### src/rtl/bank_core_rsp_queue.sv
// Per-bank core response queue.
// Buffers bank pipeline responses ({pmask, data, tid, tag}) in a circular
// buffer and presents the head entry to the response merge stage. The bank
// pipeline gets no ready; it is throttled early through alm_full, and any
// write that still arrives while the queue is full is dropped and flagged on
// the sticky overflow output.
module bank_core_rsp_queue #(
    parameter int CACHE_ID       = 0,
    parameter int NUM_REQS       = 4,
    parameter int NUM_PORTS      = 1,
    parameter int WORD_SIZE      = 4,
    parameter int CORE_TAG_WIDTH = 8,
    parameter int DEPTH          = 4,
    parameter int ALM_FULL       = DEPTH - 2,
    localparam int REQS_BITS     = (NUM_REQS > 1) ? $clog2(NUM_REQS) : 1,
    localparam int WORD_WIDTH    = 8 * WORD_SIZE
) (
    input  logic                                clk,
    input  logic                                reset,

    // Bank pipeline side
    input  logic                                enq_valid,
    input  logic [NUM_PORTS-1:0]                enq_pmask,
    input  logic [NUM_PORTS*WORD_WIDTH-1:0]     enq_data,
    input  logic [NUM_PORTS*REQS_BITS-1:0]      enq_tid,
    input  logic [NUM_PORTS*CORE_TAG_WIDTH-1:0] enq_tag,
    output logic                                alm_full,
    output logic                                overflow,

    // Response merge side
    output logic                                core_rsp_valid,
    output logic [NUM_PORTS-1:0]                core_rsp_pmask,
    output logic [NUM_PORTS*WORD_WIDTH-1:0]     core_rsp_data,
    output logic [NUM_PORTS*REQS_BITS-1:0]      core_rsp_tid,
    output logic [NUM_PORTS*CORE_TAG_WIDTH-1:0] core_rsp_tag,
    input  logic                                core_rsp_ready
);

    localparam int ADDR_W  = $clog2(DEPTH);
    localparam int CNT_W   = $clog2(DEPTH + 1);
    localparam int DATA_W  = NUM_PORTS * WORD_WIDTH;
    localparam int TID_W   = NUM_PORTS * REQS_BITS;
    localparam int TAG_W   = NUM_PORTS * CORE_TAG_WIDTH;
    localparam int ENTRY_W = NUM_PORTS + DATA_W + TID_W + TAG_W;

    localparam logic [CNT_W-1:0]  DEPTH_C    = CNT_W'(DEPTH);
    localparam logic [CNT_W-1:0]  ALM_FULL_C = CNT_W'(ALM_FULL);
    localparam logic [ADDR_W-1:0] PTR_ONE    = ADDR_W'(1);
    localparam logic [CNT_W-1:0]  CNT_ONE    = CNT_W'(1);

    // Reject parameter sets the pointer arithmetic cannot support: pointers
    // wrap by natural overflow, so DEPTH must be a power of two.
    if (CACHE_ID < 0 || DEPTH < 2 || (DEPTH & (DEPTH - 1)) != 0 ||
        ALM_FULL < 1 || ALM_FULL > DEPTH || NUM_PORTS < 1) begin : g_param_check
        $error("bank_core_rsp_queue: illegal parameter set");
    end

    logic [ENTRY_W-1:0] mem [DEPTH];
    logic [ADDR_W-1:0]  wr_ptr;
    logic [ADDR_W-1:0]  rd_ptr;
    logic [CNT_W-1:0]   count;
    logic               overflow_q;

    logic               enq_req;
    logic               deq_fire;
    logic               full;
    logic               enq_fire;
    logic               enq_drop;
    logic [ENTRY_W-1:0] enq_entry;
    logic [ENTRY_W-1:0] head_entry;

    // Classify this cycle's enqueue and dequeue events.
    // NOTE: every always_comb output gets a default on entry so no path can
    // leave it unassigned and infer a latch.
    always_comb begin
        enq_req  = 1'b0;
        deq_fire = 1'b0;
        full     = 1'b0;
        enq_fire = 1'b0;
        enq_drop = 1'b0;

        // A response with no active port carries nothing and is not an entry.
        enq_req  = !reset && enq_valid && (enq_pmask != '0);
        deq_fire = core_rsp_valid && core_rsp_ready;
        full     = (count == DEPTH_C);
        // When full, a same-cycle dequeue frees the slot being written.
        enq_fire = enq_req && (!full || deq_fire);
        enq_drop = enq_req && full && !deq_fire;
    end

    assign enq_entry  = {enq_pmask, enq_data, enq_tid, enq_tag};
    assign head_entry = mem[rd_ptr];

    // Status outputs are forced low while reset is asserted so the bank and
    // merge stage never see stale state from before the reset.
    assign core_rsp_valid = !reset && (count != '0);
    assign alm_full       = !reset && (count >= ALM_FULL_C);
    assign overflow       = !reset && overflow_q;

    assign {core_rsp_pmask, core_rsp_data, core_rsp_tid, core_rsp_tag} = head_entry;

    // Advance read/write pointers and track occupancy.
    // NOTE: sequential state is updated with non-blocking assignments so every
    // register samples the pre-edge values regardless of statement order.
    always_ff @(posedge clk) begin
        if (reset) begin
            wr_ptr <= '0;
            rd_ptr <= '0;
            count  <= '0;
        end else begin
            if (enq_fire) begin
                wr_ptr <= wr_ptr + PTR_ONE;
            end
            if (deq_fire) begin
                rd_ptr <= rd_ptr + PTR_ONE;
            end
            if (enq_fire && !deq_fire) begin
                count <= count + CNT_ONE;
            end else if (deq_fire && !enq_fire) begin
                count <= count - CNT_ONE;
            end
        end
    end

    // Write accepted entries into the storage array.
    // NOTE: the storage array is deliberately not reset; an entry is only
    // observable once count covers it, so its contents after reset are
    // irrelevant and leaving it unreset keeps it mappable onto plain RAM.
    always_ff @(posedge clk) begin
        if (enq_fire) begin
            mem[wr_ptr] <= enq_entry;
        end
    end

    // Latch the sticky overflow flag on any dropped enqueue.
    always_ff @(posedge clk) begin
        if (reset) begin
            overflow_q <= 1'b0;
        end else if (enq_drop) begin
            overflow_q <= 1'b1;
        end
    end

endmodule

### config.mk
export PLATFORM = sky130hd
export DESIGN_NAME = bank_core_rsp_queue
export DESIGN_NICKNAME = d
export VERILOG_FILES = /design/src/rtl/bank_core_rsp_queue.sv
export SDC_FILE = /design/constraint.sdc
export NUM_CORES = 1
export LEC_CHECK = 0
export BUFFER_PORTS_ARGS = -buffer_cell sky130_fd_sc_hd__clkbuf_2
export CAP_MARGIN = 20
export CORE_ASPECT_RATIO = 1.5
export CORE_MARGIN = 8
export CORE_UTILIZATION = 54
export DETAILED_ROUTE_END_ITERATION = 8
export GPL_TIMING_DRIVEN = 0
export HOLD_SLACK_MARGIN = 0.05
export PLACE_DENSITY = 0.76
export SLEW_MARGIN = 20
export SYNTH_ARGS = -nofsm -noshare
export SYNTH_HDL_FRONTEND = slang
export SYNTH_SLANG_ARGS = --single-unit
### constraint.sdc
create_clock -name clk -period 5 [get_ports clk]
set_input_delay 1 -clock clk [delete_from_list [all_inputs] [get_ports clk]]
set_output_delay 1 -clock clk [all_outputs]
set_load 0.02 [all_outputs]
==> impl_metrics.toml, run 1 <==
[layout]
layout.nets = 446
area_delta_synth_final_pct = 18.3
drive_gt1_frac = 0.451
insertedDiodeCount = 0
layoutNonFillerInstCount = 562

[worst_setup_path]
worstSetupPathType = "register to primary output"
r2r-start = "count[0]"
worstPathMaxFanout = 10
worstSetupStartpointType = "register"
endpoint_kind = "primary output"
crit_arrival_ps = 1950
crit_required_ps = 4000

[clock_tree]
clock_latency_ps = 420
cts_setup_buffers = 0
clk_pin_slew_ps = 60
htreeDepth = 4
root_buffer = "clkbuf_16"
hold_buffers = 0
cts_tree = "done"
cts_made_buffers = 17
cts-resized-gates = 0
clock-sinks = 182
cts_buffer_depth = 2

[power]
switchingPower_uw = 816
p_int_mw = 2.59
p_clk_frac = 0.372
design_power_total_mw = 3.41
comb_power_share = 0.126
p_seq_frac = 0.503
power.density_mw_per_mm2 = 426
p_leak_nw = 2.71
max-vdd-ir-drop_uv = 251
swShare = 0.240

[yosys]
yosys.area_share.simple = 0.0202
syn_inst = 282
synth_edf_count = 172
synth_area_mm2 = 0.00675
synth_fp_nets = 335
synth_top_family_by_area = "multiplexers"
synth_ff_type = "edfxtp_1"
yosysSeqAreaShare = 0.794
synth_compound_area_frac = 0.00778
synth-seq-cells = 182
ys_types = 30
synthAdderAreaFrac = 0.0122
synth_xor_area_frac = 0.00259
yosysWarnings = 0
synth_area_per_cell_um2 = 24.0
synthArstFlopShare = 0
synth_mux_area_frac = 0.149

[floorplan]
coreArea_mm2 = 0.0123
io_pins = 93
start_util = 0.548
die_x_um = 107
die_area_mm2 = 0.0164
die_h_um = 153
num_rows = 50

[sta]
hold_viol_final = 0
skew_ps = 7.39
setup_viol = 0
period_share = 0.591
rsz0062_at_grt = "false"
setup_tns_ps = 0
max_freq_mhz = 338
worst_slew_pin_slew_ps = 674
slew_violations = 0
min_period_ps = 2950
relSlewSlack = 0.551

[route]
drt_iter0_drc = 157
postRouteAntennaNets = 0
drt_wl_total_mm = 11.5
drc = 0
vias = 3070
avgRoutedWirePerCell_um = 20.4
dr.pass1.iters = 4
vias_per_cell = 5.46

[worst_hold_path]
hold_start = "overflow_q"
hold_path.class = "register to register"

[job]
cap_violations = 0

[global_routing]
grt_overflow = 0
grt_max_degree = 44
first_global_vias = 3387
antenna_found_initial = 0
grt_pass1_wl_mm = 18.2
grtUsageTotal = 0.147

[placement]
dpl.hpwl_mm = 7.23
dp.cells = 530
place_congestion = 0.690
port_buffers = 92

[outcome]
outcome = "finished clean"
==> logic make-up after synthesis <==
logic type	after synthesis
flip-flops	182
AND/OR/NAND/NOR	22
multiplexers	46
adder cells (fa/ha/maj)	6
XOR/XNOR	2
buffers and inverters	16
AO/OA/AOI/OAI	8
==> area by class of cell <==
type | instances | area, um2
plain buffers | 11 | 77.6
clock buffers | 18 | 429
clock inverters | 14 | 139
fillers | 823 | 4340
inverters | 5 | 18.8
multi-input cells | 84 | 1300
flip-flops and latches | 182 | 5370
well taps | 156 | 195
repair buffers | 92 | 460
==> flip-flops by register name, indices dropped and copies added, names as in the netlist, named ones only <==
name        count
overflow_q      1
count           3
rd_ptr          2
mem           172
wr_ptr          2
==> metal layers <==
layer / part of all wire / up-vias / track usage
li1: - / 1408 / -
met1: 0.40 / 1573 / 0.172
met2: 0.54 / 80 / 0.253
met3: 0.050 / 9 / 0.0400
met4: 0.012 / 0 / 0.0505
met5: 0 / - / 0
==> cells in the final DEF (no fill, tap or decap), types with 2 or more instances in the layout <==
cell type / netlist / final
inv_1: 5 / 5
buf_2: 5 / 5
and2_4: 0 / 4
clkbuf_1: 1 / 2
dfxtp_1: 10 / 10
ha_1: 5 / 5
buf_6: 4 / 4
nor2b_1: 2 / 2
clkinvlp_4: 0 / 2
nor2_1: 7 / 7
clkbuf_16: 0 / 17
o21ai_0: 3 / 3
xor2_1: 2 / 2
edfxtp_1: 172 / 172
mux2i_1: 2 / 2
clkbuf_2: 0 / 92
nand2b_1: 2 / 2
mux4_2: 43 / 43
inv_6: 0 / 6
clkinv_4: 0 / 3
==> final timing paths <==
| kind | to | slack (ps) | cells past startpoint |
|---|---|---|---|
| setup / recovery | core_rsp_data[26] | 2050 | 4 |
| hold / removal | overflow_q | 480 | 2 |
| setup reg to reg | count[2] | 2700 | 8 |
| hold reg to reg | overflow_q | 480 | 2 |
==> power by group through the flow <==
stage / Sequential, mW / Clock, mW / Combinational [mW]
2_1_floorplan: 1.74 / 0 / 0.302
6_report: 1.71 / 1.27 / 0.428
5_1_grt: 1.71 / 1.34 / 0.463
4_1_cts: 1.71 / 1.28 / 0.439
3_5_place_dp: 1.75 / 0 / 0.438
3_3_place_gp: 1.74 / 0 / 0.427
==> per-stage QoR <==
| stage | area, um2 | worst slack [ps] | hold WS [ps] | util |
|---|---|---|---|---|
| 2_1_floorplan | 6750 | 2230 | 429 | - |
| 3_3_place_gp | 7410 | 1210 | 454 | 0.601 |
| 3_5_place_dp | 7420 | 2030 | 472 | 0.602 |
| 4_1_cts | 7990 | 1970 | 486 | 0.648 |
| 5_1_grt | 7990 | 1920 | 518 | 0.648 |
| 6_report | 7990 | 2050 | 478 | 0.648 |
==> Yosys cell counts, types with 2 or more instances <==
cell type / count / share of area
edfxtp_1: 172 / 0.76
mux4_2: 43 / 0.14
dfxtp_1: 10 / 0.030
nor2_1: 7 / 0.0039
buf_2: 5 / 0.0037
ha_1: 5 / 0.0093
inv_1: 5 / 0.0028
and2_1: 4 / 0.0037
buf_6: 4 / 0.0067
o21ai_0: 3 / 0.0022
mux2i_1: 2 / 0.0030
nand2b_1: 2 / 0.0019
nor2b_1: 2 / 0.0019
xor2_1: 2 / 0.0026
==> critical path: stages, from the launching register on <==
cell,delay [ps]
dfxtp_1,320
buf_1,320
buf_2,350
mux4_2,370
clkbuf_2,180
No activity file was read; power rests on OpenSTA's default activity.
==> inputs of run 2 (changes only) <==
ABC_AREA = 1   (was unset)
PLACE_DENSITY = 0.75   (was 0.76)
clock period = 2.8 ns   (was 5 ns; I/O delays follow)
==> impl_metrics.toml, run 2 <==
[yosys]
synth_top_area_share = 0.703
synthArstFlopShare = 0
synth_compound_area_frac = 0.127
post-synth-top-area-cell = "edfxtp_1"
synth_ff_type = "edfxtp_1"
synth_area_mm2 = 0.00735
ys_types = 24
synth_top_family_by_area = "compound AO/OA/AOI/OAI gates"
synth_xor_area_frac = 0.00238
yosys.area_share.simple = 0.0941
yosysSeqAreaShare = 0.730
synthTopCellsByArea = "edfxtp_1 70%, o21ai_0 5.7%, o22ai_2 5.3%"
synth_mux_area_frac = 0
synth.most_common_cell = "edfxtp_1"
synth_edf_count = 172
yosysWarnings = 0
synth-seq-cells = 182
syn_inst = 492
synth_fp_nets = 545
synthAdderAreaFrac = 0.0112
synth_commonest_cells = "172 x edfxtp_1, 84 x o21ai_0, 68 x nor2_1, 31 x o22ai_2, 30 x nor2_4"
synth_area_per_cell_um2 = 14.9

[layout]
largest_register_ffs = 172
layout.nets = 662
top_regs = "mem x172, count x3"
layout_common_cells = "172 x edfxtp_1, 91 x clkbuf_2, 84 x o21ai_0"
drive_gt1_frac = 0.355
layoutNonFillerInstCount = 784
regMostFlops = "mem"
insertedDiodeCount = 0
area_delta_synth_final_pct = 19.6
final_common_cell = "edfxtp_1"

[worst_setup_path]
cp_top_family = "buffers and inverters"
worstSetupStartpointType = "register"
crit_required_ps = 2240
r2r_end = "mem[2][11]"
crit_arrival_ps = 2000
slowest_delay_ps = 410
crit_path_end = "core_rsp_data[25]"
endpoint_kind = "primary output"
critPathBufInv = 3
worstPathMaxFanout = 10
worstSetupPathType = "register to primary output"
r2r_setup_slack_ps = 690
crit_slowest_cell = "dfxtp_1"
crit_path_cell_trace = "inv_2, clkbuf_1, o21ai_0, o22ai_2, clkbuf_2"
reg2regPathDepth = 5
r2r-start = "count[0]"
critical_path_depth = 5

[sta]
setup_tns_ps = 0
min_period_ps = 2560
period_share = 0.914
whs_ps = 355
rsz0062_at_grt = "false"
setup_viol = 0
fin_ws_ps = 241
max_freq_mhz = 391
worst_slew_pin_slew_ps = 721
relSlewSlack = 0.518
skew_ps = 11.1
slew_violations = 0
hold_viol_final = 0

[floorplan]
start_util = 0.549
die_area_mm2 = 0.0177
num_rows = 52
die_h_um = 159
coreArea_mm2 = 0.0134
io_pins = 93
die_x_um = 111

[route]
dr.pass1.iters = 4
vias_per_cell = 5.45
postRouteAntennaNets = 0
drt_wl_total_mm = 15.4
vias = 4272
drt_iter0_drc = 227
avgRoutedWirePerCell_um = 19.7
drc = 0

[global_routing]
grt_use_met1 = 0.194
antenna_found_initial = 0
first_global_vias = 4700
grt_max_degree = 25
grt_pass1_wl_mm = 24.7
grt_use_met3 = 0.0403
grt.busiest_layer = "met2"
grt_overflow = 0
met2_usage = 0.326
grtUsageTotal = 0.179

[outcome]
outcome = "finished clean"

[job]
cap_violations = 0

[power]
p_leak_nw = 3.10
comb_power_share = 0.124
switchingPower_mw = 1.54
power.density_mw_per_mm2 = 691
p_seq_frac = 0.503
design_power_total_mw = 6.08
p_clk_frac = 0.374
swShare = 0.254
max-vdd-ir-drop_uv = 455
p_int_mw = 4.54

[placement]
port_buffers = 91
pre_cts_ws_ps = 286
dpl.hpwl_mm = 10.4
dp.cells = 752
place_congestion = 0.756

[clock_tree]
cts_setup_buffers = 0
htreeDepth = 4
cts_made_buffers = 17
cts_tree = "done"
hold_buffers = 0
clk_pin_slew_ps = 70
clock_latency_ps = 420
cts-resized-gates = 0
root_buffer = "clkbuf_16"
cts_buffer_depth = 2
clock-sinks = 182

[worst_hold_path]
hold_path.class = "primary input to register"
## run 2: worst min-delay path by stage
stage                     cells past startpoint         start  slack, ps    endpoint
after floorplan                               2    overflow_q        450  overflow_q
after global placement                        2    overflow_q        460  overflow_q
after detailed placement                      2    overflow_q        470  overflow_q
after CTS                                     1  enq_data[10]        340  mem[0][20]
after global routing                          1  enq_data[10]        330  mem[1][20]
final                                         1  enq_data[21]        350  mem[1][31]
## run 2: per-layer routing
metal | wire length (um) | vias to the layer above
met1 | 6040 | 2096
met4 | 183 | 0
met5 | 0 | -
li1 | - | 2059
met2 | 8650 | 105
met3 | 551 | 12
## run 2: kinds of logic (layout without fill, tap and decap cells)
| logic type | Yosys count | after routing |
|---|---|---|
| DFF | 182 | 182 |
| AOI/OAI and AO/OA | 136 | 136 |
| and+or+nand+nor | 120 | 120 |
| buffers and inverters | 46 | 176 |
| adders and majority gates | 6 | 6 |
| xor gates and xnor gates | 2 | 2 |
## run 2: cell type report
class | instances | area, um2
Tap cell | 162 | 203
Fill cell | 977 | 4610
Buffer | 27 | 186
Inverter | 19 | 71.3
Timing Repair Buffer | 98 | 641
Multi-Input combinational cell | 264 | 1760
Clock inverter | 14 | 141
Clock buffer | 18 | 429
Sequential cell | 182 | 5370
## run 2: power by group through the flow
stage | clock network, mW | logic (mW) | registers [mW]
floorplan | 0 | 0.481 | 3.11
global placement | 0 | 0.717 | 3.12
detailed placement | 0 | 0.760 | 3.11
CTS | 2.31 | 0.762 | 3.05
global route | 2.43 | 0.819 | 3.06
finish | 2.27 | 0.752 | 3.06
## run 2: metrics by stage
stage | area (um2) | util
after global placement | 8010 | 0.598
after global routing | 8800 | 0.656
after CTS | 8800 | 0.656
final | 8800 | 0.656
after detailed placement | 8230 | 0.614
after floorplan | 7350 | -
